**src/rtl/multicycle_control.sv**
```systemverilog
// multicycle_control: multi-cycle instruction sequencer for the processor datapath.
// Each instruction walks FETCH -> DECODE -> (EXEC -> MEM/WB | BRANCH) -> FETCH. The
// instruction and data memory handshakes may insert wait states, and each ack wait is
// bounded by TIMEOUT_CYC. Datapath controls are decoded from the current state, the
// opcode (Instr_i[31:26]) and the acks. Illegal_o and Timeout_Err_o are sticky until reset.
// Ports:
//   Clk_i, Reset_i (async, active-low)   clock / reset
//   Instr_i, Zero_i                      IR contents, ALU zero flag
//   Imem_Ack_i, Mem_Ack_i                memory handshake acks
//   Imem_Req_o, IR_LdEn_o                instruction fetch control
//   PC_Sel_o, PC_LdEn_o                  PC update control
//   RF_WrEn_o, RF_WrData_sel_o, RF_B_sel_o           register file control
//   ALU_Bin_sel_o, ALU_func_o, ALU_LdEn_o            ALU control
//   Mem_Req_o, Mem_WrEn_o                data memory control
//   Illegal_o, Timeout_Err_o, State_o    status / debug
module multicycle_control #(
  parameter int unsigned TIMEOUT_CYC = 16
) (
  input  logic        Clk_i,
  input  logic        Reset_i,
  input  logic [31:0] Instr_i,
  input  logic        Zero_i,
  input  logic        Imem_Ack_i,
  input  logic        Mem_Ack_i,
  output logic        Imem_Req_o,
  output logic        IR_LdEn_o,
  output logic        PC_Sel_o,
  output logic        PC_LdEn_o,
  output logic        RF_WrEn_o,
  output logic        RF_WrData_sel_o,
  output logic        RF_B_sel_o,
  output logic        ALU_Bin_sel_o,
  output logic [3:0]  ALU_func_o,
  output logic        ALU_LdEn_o,
  output logic        Mem_Req_o,
  output logic        Mem_WrEn_o,
  output logic        Illegal_o,
  output logic        Timeout_Err_o,
  output logic [2:0]  State_o
);

  localparam int unsigned CNT_W = $clog2(TIMEOUT_CYC + 1);
  localparam logic [CNT_W-1:0] CNT_LAST = CNT_W'(TIMEOUT_CYC - 1);

  localparam logic [2:0] S_FETCH  = 3'd0;
  localparam logic [2:0] S_DECODE = 3'd1;
  localparam logic [2:0] S_EXEC   = 3'd2;
  localparam logic [2:0] S_MEM    = 3'd3;
  localparam logic [2:0] S_WB     = 3'd4;
  localparam logic [2:0] S_BRANCH = 3'd5;
  localparam logic [2:0] S_ERROR  = 3'd7;

  localparam logic [5:0] OP_RTYPE = 6'b100000;
  localparam logic [5:0] OP_LI    = 6'b111000;
  localparam logic [5:0] OP_ADDI  = 6'b110000;
  localparam logic [5:0] OP_ANDI  = 6'b110010;
  localparam logic [5:0] OP_ORI   = 6'b110011;
  localparam logic [5:0] OP_LW    = 6'b001111;
  localparam logic [5:0] OP_LB    = 6'b000011;
  localparam logic [5:0] OP_SW    = 6'b011111;
  localparam logic [5:0] OP_B     = 6'b111111;
  localparam logic [5:0] OP_BEQ   = 6'b000000;
  localparam logic [5:0] OP_BNE   = 6'b000001;

  logic [2:0]       state_q, state_d;
  logic [CNT_W-1:0] cnt_q, cnt_d;
  logic             illegal_q, illegal_d;
  logic             timeout_q, timeout_d;

  logic [5:0] op;
  logic       is_alu, is_load, is_store, is_br;
  logic       dec_wd_sel, dec_b_sel, dec_bin_sel;
  logic [3:0] dec_func;
  logic       br_taken;

  logic       imem_req, ir_lden, pc_sel, pc_lden, rf_wren;
  logic       wd_sel, b_sel, bin_sel, alu_lden, mem_req, mem_wren;
  logic [3:0] alu_func;
  logic       hold_sel;

  logic       unused_instr;

  assign op           = Instr_i[31:26];
  assign unused_instr = ^Instr_i[25:4];

  // Opcode class and static datapath selects
  always_comb begin
    is_alu      = 1'b0;
    is_load     = 1'b0;
    is_store    = 1'b0;
    is_br       = 1'b0;
    dec_wd_sel  = 1'b0;
    dec_b_sel   = 1'b0;
    dec_bin_sel = 1'b0;
    dec_func    = 4'd0;
    case (op)
      OP_RTYPE: begin
        is_alu = 1'b1; dec_wd_sel = 1'b1; dec_func = Instr_i[3:0];
      end
      OP_LI, OP_ADDI: begin
        is_alu = 1'b1; dec_wd_sel = 1'b1; dec_b_sel = 1'b1; dec_bin_sel = 1'b1;
      end
      OP_ANDI: begin
        is_alu = 1'b1; dec_wd_sel = 1'b1; dec_b_sel = 1'b1; dec_bin_sel = 1'b1;
        dec_func = 4'd2;
      end
      OP_ORI: begin
        is_alu = 1'b1; dec_wd_sel = 1'b1; dec_b_sel = 1'b1; dec_bin_sel = 1'b1;
        dec_func = 4'd3;
      end
      OP_LW: begin
        is_load = 1'b1; dec_b_sel = 1'b1; dec_bin_sel = 1'b1;
      end
      OP_LB: begin
        is_load = 1'b1; dec_b_sel = 1'b1; dec_bin_sel = 1'b1; dec_func = 4'd3;
      end
      OP_SW: begin
        is_store = 1'b1; dec_b_sel = 1'b1; dec_bin_sel = 1'b1;
      end
      OP_B, OP_BEQ, OP_BNE: begin
        is_br = 1'b1; dec_b_sel = 1'b1; dec_func = 4'd1;
      end
      default: ;
    endcase
  end

  assign br_taken = (op == OP_B) | ((op == OP_BEQ) & Zero_i) | ((op == OP_BNE) & ~Zero_i);

  // Next state, wait counter, sticky flags and datapath controls
  always_comb begin
    state_d   = state_q;
    cnt_d     = cnt_q;
    illegal_d = illegal_q;
    timeout_d = timeout_q;
    imem_req  = 1'b0;
    ir_lden   = 1'b0;
    pc_sel    = 1'b0;
    pc_lden   = 1'b0;
    rf_wren   = 1'b0;
    alu_lden  = 1'b0;
    mem_req   = 1'b0;
    mem_wren  = 1'b0;
    hold_sel  = 1'b0;
    wd_sel    = 1'b0;
    b_sel     = 1'b0;
    bin_sel   = 1'b0;
    alu_func  = 4'd0;

    case (state_q)
      S_FETCH: begin
        imem_req = 1'b1;
        if (Imem_Ack_i) begin
          ir_lden = 1'b1;
          state_d = S_DECODE;
        end else if (cnt_q == CNT_LAST) begin
          state_d   = S_ERROR;
          timeout_d = 1'b1;
        end else begin
          cnt_d = cnt_q + CNT_W'(1);
        end
      end
      S_DECODE: begin
        hold_sel = 1'b1;
        if (is_alu || is_load || is_store) begin
          state_d = S_EXEC;
        end else if (is_br) begin
          state_d = S_BRANCH;
        end else begin
          state_d   = S_ERROR;
          illegal_d = 1'b1;
        end
      end
      S_EXEC: begin
        hold_sel = 1'b1;
        alu_lden = 1'b1;
        state_d  = (is_load || is_store) ? S_MEM : S_WB;
      end
      S_MEM: begin
        hold_sel = 1'b1;
        mem_req  = 1'b1;
        mem_wren = is_store;
        if (Mem_Ack_i) begin
          // Stores retire here; loads still need the register write-back
          if (is_store) begin
            pc_lden = 1'b1;
            state_d = S_FETCH;
          end else begin
            state_d = S_WB;
          end
        end else if (cnt_q == CNT_LAST) begin
          state_d   = S_ERROR;
          timeout_d = 1'b1;
        end else begin
          cnt_d = cnt_q + CNT_W'(1);
        end
      end
      S_WB: begin
        hold_sel = 1'b1;
        rf_wren  = 1'b1;
        pc_lden  = 1'b1;
        state_d  = S_FETCH;
      end
      S_BRANCH: begin
        hold_sel = 1'b1;
        pc_lden  = 1'b1;
        pc_sel   = br_taken;
        state_d  = S_FETCH;
      end
      S_ERROR: ;
      default: state_d = S_ERROR;
    endcase

    if (hold_sel) begin
      wd_sel   = dec_wd_sel;
      b_sel    = dec_b_sel;
      bin_sel  = dec_bin_sel;
      alu_func = dec_func;
    end

    // Every state entry restarts the ack wait budget
    if (state_d != state_q) begin
      cnt_d = '0;
    end
  end

  // State register
  always_ff @(posedge Clk_i or negedge Reset_i) begin
    if (!Reset_i) begin
      state_q   <= S_FETCH;
      cnt_q     <= '0;
      illegal_q <= 1'b0;
      timeout_q <= 1'b0;
    end else begin
      state_q   <= state_d;
      cnt_q     <= cnt_d;
      illegal_q <= illegal_d;
      timeout_q <= timeout_d;
    end
  end

  // FETCH is the reset state, so its fetch controls are masked while reset is held
  assign Imem_Req_o      = imem_req & Reset_i;
  assign IR_LdEn_o       = ir_lden & Reset_i;
  assign PC_Sel_o        = pc_sel;
  assign PC_LdEn_o       = pc_lden;
  assign RF_WrEn_o       = rf_wren;
  assign RF_WrData_sel_o = wd_sel;
  assign RF_B_sel_o      = b_sel;
  assign ALU_Bin_sel_o   = bin_sel;
  assign ALU_func_o      = alu_func;
  assign ALU_LdEn_o      = alu_lden;
  assign Mem_Req_o       = mem_req;
  assign Mem_WrEn_o      = mem_wren;
  assign Illegal_o       = illegal_q;
  assign Timeout_Err_o   = timeout_q;
  assign State_o         = state_q;

endmodule

```
**config.mk**
```make
export PLATFORM = sky130hd
export DESIGN_NAME = multicycle_control
export DESIGN_NICKNAME = d
export VERILOG_FILES = /design/src/rtl/multicycle_control.sv
export SDC_FILE = /design/constraint.sdc
export NUM_CORES = 1
export LEC_CHECK = 0
export ABC_AREA = 1
export BUFFER_PORTS_ARGS = -buffer_cell sky130_fd_sc_hd__buf_4
export CAP_MARGIN = 20
export CORE_AREA = 2 2 60 48
export CTS_CLUSTER_DIAMETER = 200
export DETAILED_ROUTE_END_ITERATION = 16
export DIE_AREA = 0 0 62 50
export PLACE_DENSITY = 0.85
export SETUP_SLACK_MARGIN = 0.1
export SLEW_MARGIN = 15
export SYNTH_ARGS = -nofsm -noshare
export SYNTH_HDL_FRONTEND = slang
export SYNTH_SLANG_ARGS = --single-unit
```
**constraint.sdc**
```tcl
create_clock -name Clk_i -period 1.9 [get_ports Clk_i]
set_clock_uncertainty 0.2 [all_clocks]
set_input_delay 0.285 -clock Clk_i [delete_from_list [all_inputs] [get_ports Clk_i]]
set_output_delay 0.285 -clock Clk_i [all_outputs]
set_load 0.005 [all_outputs]
```
Word level (Yosys, flattened, before mapping)
Cells that the tools add are included.
- logic and storage cells: 94
- bits in registers: 10
- output and inout port bits: 20
- memory bits (read-only): 0
- memories kept: 0
- bits in writable memories: 0
- input bits: 37
- latch bits: 0
- add/subtract/negate cells: 1
- eq/ne operators: 22
- magnitude comparators: 0
- muxes and demuxes: 40
- multipliers: 0
- bitwise logic cells: 9
- divide/modulo/power cells: 0
- shift-type cells: 0
- reductions and logical operators: 18
- operators with widths (cell ; count):
    $eq 6x6->1 const B ; 6
    $mux 1 ; 23
    $mux 5 ; 4
    $mux 3 ; 6
    $pmux 3 s6 ; 1
    $pmux 4 s4 ; 1
    $pmux 5 s2 ; 1
    $reduce_or 10->1 ; 1
    $reduce_or 5->1 ; 2
    $eq 3x3->1 const B ; 3
    $reduce_and 3->1 ; 3
    $reduce_or 7->1 ; 1
    $eq 3x2->1 const B ; 2
    $eq 6x1->1 const B ; 1
    $eq 6x2->1 const B ; 1
    $eq 6x4->1 const B ; 1
    $eq 6x5->1 const B ; 1
    $logic_not 6->1 ; 1
    $ne 3x3->1 const B ; 2
    $reduce_or 2->1 ; 3
    $add 5x1->5 const B ; 1
    $eq 5x4->1 const B ; 1
    $and 1x1->1 ; 4
    $mux 4 ; 1
    other kinds (12) ; 19

Longest topological paths before layout
Gate-level depths: netlist (run 1).
- word-level depth: 10
- depth in mapped cells: 14
- depth with buffers taken out: 14

Worst setup path after synthesis (run 1)
Ideal clock, no wire load.
- path type: register -> register
- start: register cnt_q[0]
- end: register cnt_q[0]
- data required time: 1.580 ns
- path buffers: 0
- clock period less this slack: 1.861 ns
- library setup time: 0.120 ns
- stages on the path, launching flop included: 15
- data arrival time: 1.541 ns
- path slack: 0.039 ns
- path through: dfrtp_1 ha_1 inv_1 nor3_1 ha_1 inv_1 nand3_1 nand2_1 inv_1 nor2_2 nand2_2 nand2_1 nand2_1 nand2_1 nor2_1
- cells in the longest elaborated chain, start to end: 7
- elaborated cells on any way between the ends: 16
- classes of those cells: 1 x add/sub; 4 x eq/ne; 9 x mux; 2 x reduce/logical
- ends and longest elaborated chain (what ; line ; source):
    from (decl) ; 66 ; logic [CNT_W-1:0] cnt_q, cnt_d;
    from (signal assigned) ; 235 ; cnt_q <= cnt_d;
    $eq 5x4->1 * ; 155, 190 ;
    $mux 3 * ; 155, 190 ;
    $mux 3 (on tied branches) ; 182, 152 ;
    $pmux 3 s6 * ; 149 ; case (state_q)
    net state_d[0] ; 65 ; logic [2:0] state_q, state_d;
    $ne 3x3->1 * ; 221 ; if (state_d != state_q) begin
    $ne 3x3->1 (no source line) / $reduce_bool 3->1 (equally long branches) ; -- ;
    $reduce_and 3->1 (no source line) ; -- ;
Mark *: on every way through the listed nets, which the timed path passes. The rest lies on a longest branch. The select of a mux whose other input is x is not followed.
A chain may end at the register's enable or synchronous reset.

Worst setup path after layout (run 1)
- start: register cnt_q[1]
- end: register cnt_q[3]
The elaborated chain is that of the path after synthesis.

==> summary.md, run 1 <==
| Metric | Value |
|---|---|
| Outcome | `finished with violations` |
| Failing checks | `negative setup slack` |
| Chip width | `62 um` |
| Starting Density | `36.8%` |
| Setup_tns | `-82.6 ps` |
| Final wirelength | `2950 um` |
| Most frequent cells in the layout | `48 x buf_4, 25 x nor2_1, 24 x nand2_1` |
| CTS max path bufs | `2` |
| Worst Setup Start Kind | `flop` |
| Layout cells sized above 1 | `47.2%` |
| Clock transition at path regs | `around 70 ps` |
| First-pass GRT wire length | `4410 um` |
| Design area | `about 1500 um^2` |
| Die area | `3100 um^2` |
| Syn Area/Cell | `6.34 um^2` |
| Std-Cell Rows | `16` |
| Worst Setup SP | `cnt_q[1]` |
| Remaining Overflow, GRT | `0` |
| Final Hold Violating Endpoints | `0` |
| Number of remaining DRC errors | `0` |
| GP Congestion | `around 0.89` |
| Final Cycle Share | `104%` |
| Fmax achieved | `508 MHz` |
| Fillers | `211` |
| Worst hold margin | `280 ps` |
| EDFF count, synth | `0` |
| CORE AREA | `2500 um^2` |
| Die H | `50 um` |
| Final instance count without filler cells | `235` |
| R2r setup slk | `-70 ps` |
| Synth Warn # | `0` |
| Crit end category | `flop` |
| Post-synthesis cell type count | `24` |
| Commonest non-fill, non-tap cell in the layout | `buf_4` |
| Final WS setup | `-68.7 ps` |
| Synth area leaders | `dfrtp_1 27%, nand2_1 12%, nor2_1 12%, inv_1 9.4%, nand3_1 6.5%` |
| Ant. Diodes | `0` |
| FF-to-FF End | `cnt_q[3]` |
| Async set-reset flop share out of synthesis | `100%` |
| PwrDens | `316 nW/um^2` |
| DR WL/cell | `12.6 um` |
| Vias per cell | `4.89` |
| Area growth syn-to-layout | `62.7%` |
| FF+latch count, synth | `10` |
| Yosys top cell area share | `27.2%` |
| Inst Count DP | `217` |
| Yosys top cell by area | `dfrtp_1` |
| Final slew viol count | `0` |
| Slew @ Worst Pin | `440 ps` |
| CP arrival | `1950 ps` |
| Root Driver | `clkbuf_4` |
| Max Fanout on Critical Path | `3` |
| CP Class | `flop to flop` |
| IO Pins | `57` |
| DP Area | `1230 um^2` |
| Clk Latency, worst-skew pair | `~270 ps` |
| Setup crit end | `cnt_q[3]` |
| Required @ worst endpoint | `1880 ps` |
| RSZ-0062 raised after global routing | `yes` |
| Path type of the worst min-delay path | `flop to flop` |
| Max-cap viol count | `0` |
| Initial antenna violation count | `0` |
| Largest net degree at the start of global routing | `11` |
| DR iter-0 viols | `120` |
| DR vias | `1148` |
| GRT Total Usage | `18.6%` |
| Vias in the first global route | `1015` |
| CTS buffer count | `3` |
| Post-Syn Instances | `145` |
| Finish-stage setup viols | `3` |
| Nets | `239` |
| Leakage | `approximately 0.76 nW` |
| Commonest register cell after synthesis | `dfrtp_1` |
| First-pass DRT Iterations | `4` |
| Post-synthesis cell area | `between 900 and 1000 um^2` |
| CTS tree | `done` |
| Port Buffer Count | `34` |
| Slew Limit Headroom | `70.6%` |
| Minimum clock period | `~2000 ps` |
| Dpl hpwl | `1880 um` |
| Antenna-violating nets left | `0` |
| Mapped Nets | `184` |
| Clk sinks | `10` |
| Reg2reg path depth | `13` |
| Reg2reg start | `cnt_q[1]` |
| Sequential fraction of the synthesis area | `27.2%` |
| Htree depth | `1` |
| Maximum vdd drop | `0.205 mV` |
-- worst min path at each step --
stage	start	end	slack (ps)	cells past startpoint
finish	Illegal_o	Illegal_o	280	1
global route	Illegal_o	Illegal_o	320	1
floorplan	Reset_i	Illegal_o	-210	0
detailed placement	Reset_i	cnt_q[3]	-80	1
global placement	Reset_i	cnt_q[4]	-80	1
CTS	Instr_i[26]	Illegal_o	280	4
-- Yosys cell counts, drive strengths merged (2+ instances only) --
master and instances:
nand2 33, nor2 33, inv 24, nand3 17, dfrtp 10, a21oi 6, nor3 4, o21ai 3
xor2 3, buf 2, ha 2, o21bai 2, o22ai 2
-- worst max-delay path, cell delays in order (launching register included) --
cell and delay [ps]:
dfrtp_1 390, ha_2 180, inv_2 60, nor3_2 40, ha_2 200, nor2_1 90
nor2_1 50, nand2_1 70, nand2_1 60, nor2_1 80, nand2_1 80, a21oi_2 150
nand2_2 100, nor2_1 150
-- where the power goes --
group	leakage (nW)	internal, mW	switching [mW]
combinational	0.626	0.0308	0.0361
clock	0.0210	0.116	0.0750
sequential	0.111	0.214	0.000541
total	0.757	0.361	0.112
-- routing by layer --
| layer | routed length (um) | up-vias | track usage, % | share of wire, % |
|---|---|---|---|---|
| met4 | 34 | 0 | 1.06 | 1.2 |
| met3 | 228 | 7 | 5.51 | 7.7 |
| met5 | 0 | - | 0 | 0 |
| met2 | 1410 | 51 | 28.6 | 48 |
| met1 | 1280 | 520 | 26.8 | 43 |
| li1 | - | 570 | - | - |
-- state kept, by name (all words and copies together), names as in the netlist --
| signal | flops |
|---|---|
| Timeout_Err_o | 1 |
| cnt_q | 5 |
| Illegal_o | 1 |
| State_o | 3 |
-- repair_timing --
action | 4_1_cts | 5_1_grt
pin swaps | 0 | 3
hold buffers | 1 | 0
endpoints found under the setup margin | 15 | 14
buffers inserted | 12 | 2
gates resized for setup | 12 | 22
endpoints found under the hold margin | 10 | 0
-- stage by stage --
step / utilization [%] / worst slack (ps) / power (mW)
after floorplan: - / 107 / 0.240
after global placement: 49.3 / 53.9 / 0.276
after detailed placement: 49.3 / 27.3 / 0.277
after CTS: 56.3 / 44.1 / 0.472
after global routing: 59.8 / -201 / 0.492
final: 59.8 / -68.7 / 0.473
-- final cells by class --
cell class	count	area (um^2)	share of cell area (%)
well taps	36	45.0	3.01
inverters	24	95.1	6.35
flip-flops and latches	10	253	16.9
repair buffers	52	404	27.0
multi-input cells	109	663	44.3
clock buffers	4	36.3	2.42
-- logic make-up after synthesis --
group / share of synthesized area (%)
compound gates: 7.89
xor+xnor: 2.86
fa+ha+maj: 2.72
buf+inv: 12.1
flops: 27.2
mux: 1.22
simple gates: 46.0
(Power assumes the default switching activity.)
==> inputs of run 2 (changes only) <==
Settings changed: CORE_AREA 2 2 60 48 to 2 2 59 47, CTS_BUF_LIST set to sky130_fd_sc_hd__clkbuf_4 sky130_fd_sc_hd__clkbuf_8, DIE_AREA 0 0 62 50 to 0 0 61 49, PLACE_DENSITY 0.85 to 0.88, TNS_END_PERCENT set to 10.
==> run 2 against run 1 <==
The flow still finishes with violations (negative setup slack). Combinational power is 4.9% lower. Worst setup slack better by 29 ps. Sequential share of layout area rose by 1.9 points. Wire length decreased by 18%. Hold slack got worse by 100 ps. Die area shrank 3.6%. Critical path depth is the same. Register-to-register slack improved by 30 ps. Critical endpoint unchanged. Highest routed layer is now met3.
==> summary.md, run 2 (synthesis gave the netlist of run 1 again) <==
| Metric | Value |
|---|---|
| Clk Latency, worst-skew pair | `between 200 and 300 ps` |
| Layout cells sized above 1 | `roughly two fifths` |
| Fmax achieved | `516 MHz` |
| Final Hold Violating Endpoints | `0` |
| Clk sinks | `10` |
| R2r setup slk | `-40 ps` |
| CTS buffer count | `3` |
| Pre-CTS setup slack | `-33.8 ps` |
| First-pass GRT wire length | `between 4000 and 5000 um` |
| Initial antenna violation count | `0` |
| Die area | `2990 um^2` |
| CORE AREA | `2460 um^2` |
| Root Driver | `clkbuf_4` |
| Largest Register | `cnt_q` |
| Switching power | `111 uW` |
| Minimum clock period | `roughly 1900 ps` |
| Power, Total | `approximately 470 uW` |
| Vias in the first global route | `965` |
| Max-cap viol count | `0` |
| Antenna-violating nets left | `0` |
| Largest net degree at the start of global routing | `12` |
| GRT Total Usage | `17.4%` |
| Ant. Diodes | `0` |
| Port Buffer Count | `34` |
| DR WL/cell | `about 11 um` |
| DP Area | `1240 um^2` |
| IO Pins | `57` |
| Final Cycle Share | `102%` |
| Setup_tns | `-111 ps` |
| Number of remaining DRC errors | `0` |
| Final slew viol count | `0` |
| DR iter-0 viols | `36` |
| GP Congestion | `0.824` |
| Starting Density | `37.3%` |
| Internal Power | `361 uW` |
| Final WS setup | `-39.3 ps` |
| Worst hold margin | `approximately 180 ps` |
| Final instance count without filler cells | `223` |
| Dpl hpwl | `1870 um` |
| Crit end category | `flop` |
| Vias per cell | `around 4.7` |
| First-pass DRT Iterations | `4` |
| Combinational Power Share | `a little over an eighth` |
| Fin util | `54.9%` |
| Maximum vdd drop | `0.216 mV` |
| Design area | `1350 um^2` |
| Max Fanout on Critical Path | `3` |
| Reg2reg path depth | `13` |
| Final wirelength | `2430 um` |
| Failing checks | `negative setup slack` |
| Htree depth | `1` |
| Inst Count DP | `218` |
| Most frequent cells in the layout | `38 x buf_4, 27 x nand2_1, 26 x nor2_1` |
| Outcome | `finished with violations` |
| Max reg flops | `5` |
| RSZ-0062 raised after global routing | `yes` |
| Slew Limit Headroom | `roughly 80%` |
| Slew @ Worst Pin | `between 200 and 300 ps` |
| Die H | `~49 um` |
| Remaining Overflow, GRT | `0` |
| CP arrival | `1940 ps` |
| Leakage | `~0.68 nW` |
| CP Class | `flop to flop` |
| Clk network pwr share | `between 40% and 50%` |
| DR vias | `1045` |
| Worst Setup Start Kind | `flop` |
| Switching Share | `a little under a quarter` |
| Nets | `227` |
| Required @ worst endpoint | `about 1900 ps` |
| Sequential share of power | `45.4%` |
| Clock transition at path regs | `70 ps` |
| Path type of the worst min-delay path | `input pin to asynchronous set/reset pin` |
| Chip width | `61 um` |
| CTS tree | `done` |
| Finish-stage setup viols | `5` |
| PwrDens | `around 350 nW/um^2` |
| Std-Cell Rows | `16` |
| Area growth syn-to-layout | `46.9%` |
| Post-CTS setup buffer count | `0` |
| Commonest non-fill, non-tap cell in the layout | `buf_4` |
| CTS max path bufs | `2` |
-- run 2: changes by cell type in the layout (fill, tap and decap cells not counted), sizes merged --
| cell | previous run | this run |
|---|---|---|
| buf | 51 | 39 |
-- run 2: per-layer routing --
metal | track usage, % | wire [um]
met5 | 0 | 0
met4 | 3.26 | 0
met3 | 5.84 | 126
met2 | 25.8 | 1140
met1 | 24.8 | 1170
-- run 2: cell type report --
| type | instances | area [um^2] |
|---|---|---|
| Fill cell | 234 | 1110 |
| Timing Repair Buffer | 40 | 307 |
| Inverter | 24 | 92.6 |
| Sequential cell | 10 | 254 |
| Tap cell | 36 | 45.0 |
| Clock buffer | 4 | 36.3 |
| Multi-Input combinational cell | 109 | 617 |
-- run 2: worst paths after layout --
path	start	endpoint
max	cnt_q[0]	cnt_q[3]
min	Reset_i	cnt_q[3]
max reg2reg	cnt_q[0]	cnt_q[3]
min reg2reg	Illegal_o	Illegal_o
max in group asynchronous	Reset_i	State_o[2]
min in group Clk_i	Mem_Ack_i	cnt_q[1]
-- run 2: critical path, stage by stage (launching register included) --
cell     delay (ps)
dfrtp_1         390
ha_2            190
inv_2            70
nor3_2           40
ha_2            200
nor2_1          100
nor2_1           60
nand2_1          70
nand2_1          50
nor2_1           90
nand2_1          90
a21oi_2         140
nand2_2          90
nor2_1          100
-- run 2: timing repair --
action | CTS | global route
hold endpoints to repair | 10 | 0
gates resized for setup | 11 | 11
gates cloned | 0 | 0
endpoints found under the setup margin | 16 | 18
hold buffers | 1 | 0
pin swaps | 1 | 5
-- run 2: power by group through the flow --
| stage | registers, mW | logic, mW | clock network [mW] |
|---|---|---|---|
| global placement | 0.218 | 0.0575 | 0 |
| finish | 0.214 | 0.0635 | 0.194 |
| detailed placement | 0.218 | 0.0584 | 0 |
| global route | 0.214 | 0.0707 | 0.215 |
| floorplan | 0.219 | 0.0219 | 0 |
| CTS | 0.214 | 0.0616 | 0.199 |
==> inputs of run 3 (changes only) <==
Settings changed: SETUP_SLACK_MARGIN 0.1 to 0.05.
==> run 3 against run 2 <==
Core utilization rose by 3.6 points. Sequential power about the same. Via count grew 7.8%. Clock power down 3%. Combinational power decreased by 2%. Largest power group unchanged. Cell area increased by 6.5%. Count of clock-buffer cells in the layout did not move. Power fell by 1.5%. Critical path depth down 2. The flow still finishes with violations (negative setup slack). Die area unchanged.
==> summary.md, run 3 (synthesis gave the netlist of run 1 again) <==
| Metric | Value |
|---|---|
| R2r setup slk | `-50 ps` |
| Antenna-violating nets left | `0` |
| Std-Cell Rows | `16` |
| Ant. Diodes | `0` |
| Area growth syn-to-layout | `56.5%` |
| First-pass DRT Iterations | `4` |
| Fmax achieved | `513 MHz` |
| Number of remaining DRC errors | `0` |
| Max Fanout on Critical Path | `2` |
| GP Congestion | `0.912` |
| Switching Share | `roughly 23%` |
| Largest stage delay, worst path | `380 ps` |
| CP arrival | `1910 ps` |
| Dpl hpwl | `1850 um` |
| Root Driver | `clkbuf_4` |
| CP Class | `flop to flop` |
| CTS tree | `done` |
| Remaining Overflow, GRT | `0` |
| Clk Latency, worst-skew pair | `260 ps` |
| Layout cells sized above 1 | `between 40% and 50%` |
| Required @ worst endpoint | `1860 ps` |
| Largest Register | `cnt_q` |
| Chip width | `a little over 60 um` |
| CTS buffer count | `3` |
| Port Buffer Count | `34` |
| Internal Power | `approximately 360 uW` |
| First-pass GRT wire length | `4170 um` |
| Fillers | `220` |
| Maximum vdd drop | `0.232 mV` |
| Final WS setup | `-48.4 ps` |
| Slew @ Worst Pin | `275 ps` |
| Worst path buffer plus inverter count | `7` |
| Die area | `2990 um^2` |
| Final wirelength | `about 2800 um` |
| DR WL/cell | `12.0 um` |
| Clock transition at path regs | `70 ps` |
| Largest net degree at the start of global routing | `12` |
| Outcome | `finished with violations` |
| Vias in the first global route | `just over 1000` |
| Slew Limit Headroom | `81.5%` |
| Final slew viol count | `0` |
| CP delay by family, top | `buffers and inverters` |
| CTS max path bufs | `2` |
| Combinational Power Share | `13.4%` |
| Max-cap viol count | `0` |
| DR iter-0 viols | `64` |
| Minimum clock period | `1950 ps` |
| Critical-path cell list | `ha_2 > inv_2 > buf_4 > buf_4 > buf_4 > buf_4 > buf_4 > buf_4 > nor2_4 > xor2_2 > nor2_1` |
| CP most frequent cell | `buf_4` |
| Final Cycle Share | `103%` |
| Worst Setup Start Kind | `flop` |
| Clk sinks | `10` |
| DR vias | `1127` |
| Leakage | `0.738 nW` |
| Pre-CTS setup slack | `-28.0 ps` |
| Worst hold margin | `180 ps` |
| Sequential share of power | `46.1%` |
| CORE AREA | `between 2000 and 2500 um^2` |
| Finish-stage setup viols | `3` |
| Commonest non-fill, non-tap cell in the layout | `buf_4` |
| Path type of the worst min-delay path | `input pin to asynchronous set/reset pin` |
| Switching power | `105 uW` |
| Max reg flops | `5` |
| Slowest-stage cell, CP | `dfrtp_1` |
| IO Pins | `between 50 and 60` |
| GRT Total Usage | `18.0%` |
| Final Hold Violating Endpoints | `0` |
| Htree depth | `1` |
| Failing checks | `negative setup slack` |
| Clk network pwr share | `between 40% and 50%` |
| Nets | `between 200 and 250` |
| Vias per cell | `4.82` |
| Initial antenna violation count | `0` |
| RSZ-0062 raised after global routing | `yes` |
| Crit end category | `flop` |
| Die H | `about 50 um` |
| Most frequent cells in the layout | `49 x buf_4, 27 x nand2_1, 24 x nor2_1` |
| Starting Density | `a little under two fifths` |
| PwrDens | `around 320 nW/um^2` |
[run 3: worst paths after layout]
path / to / depth (start not counted) / from
max in group asynchronous: State_o[0] / 2 / Reset_i
setup / recovery: cnt_q[2] / 11 / cnt_q[0]
hold reg to reg: Illegal_o / 1 / Illegal_o
setup reg to reg: cnt_q[2] / 11 / cnt_q[0]
hold / removal: cnt_q[4] / 2 / Reset_i
min in group Clk_i: Illegal_o / 1 / Illegal_o
[run 3: power groups by stage]
| stage | Combinational (mW) | Sequential [mW] | Clock, mW |
|---|---|---|---|
| finish | 0.0621 | 0.214 | 0.189 |
| global route | 0.0695 | 0.214 | 0.208 |
| CTS | 0.0599 | 0.214 | 0.194 |
| detailed placement | 0.0583 | 0.218 | 0 |
| global placement | 0.0579 | 0.218 | 0 |
| floorplan | 0.0219 | 0.219 | 0 |
[run 3: repair_timing]
item / 4_1_cts / 5_1_grt
hold buffers: 1 / 0
cloned: 0 / 0
resized for setup: 8 / 16
pin swaps: 11 / 10
setup endpoints to repair: 10 / 14
setup buffers: 8 / 2
hold endpoints to repair: 10 / 0
[run 3: area by class of cell]
class	count	area (um^2)	share of cell area [%]
multi-input combinational	109	622	43.2
timing repair buffer	51	389	27.0
sequential	10	254	17.7
inverter	24	92.6	6.43
tap	36	45.0	3.13
clock buffer	4	36.3	2.52
[run 3: per-stage QoR]
step | TNS (ps) | instances | cell area (um^2) | util (%) | power (mW)
after detailed placement | -57.6 | 219 | 1250 | 50.6 | 0.277
after global routing | -683 | 234 | 1440 | 58.4 | 0.491
after global placement | 0 | 219 | 1250 | 50.6 | 0.276
final | -110 | 234 | 1440 | 58.4 | 0.465
after CTS | -83.5 | 232 | 1370 | 55.6 | 0.468
after floorplan | 0 | 145 | 920 | - | 0.240
[run 3: layer usage]
metal	up-vias	part of all wire, %	GRT usage, %
met2	48	47	27.2
met4	0	2.0	4.71
met1	509	45	24.8
met5	-	0	0
met3	8	6.0	5.31
li1	562	-	-
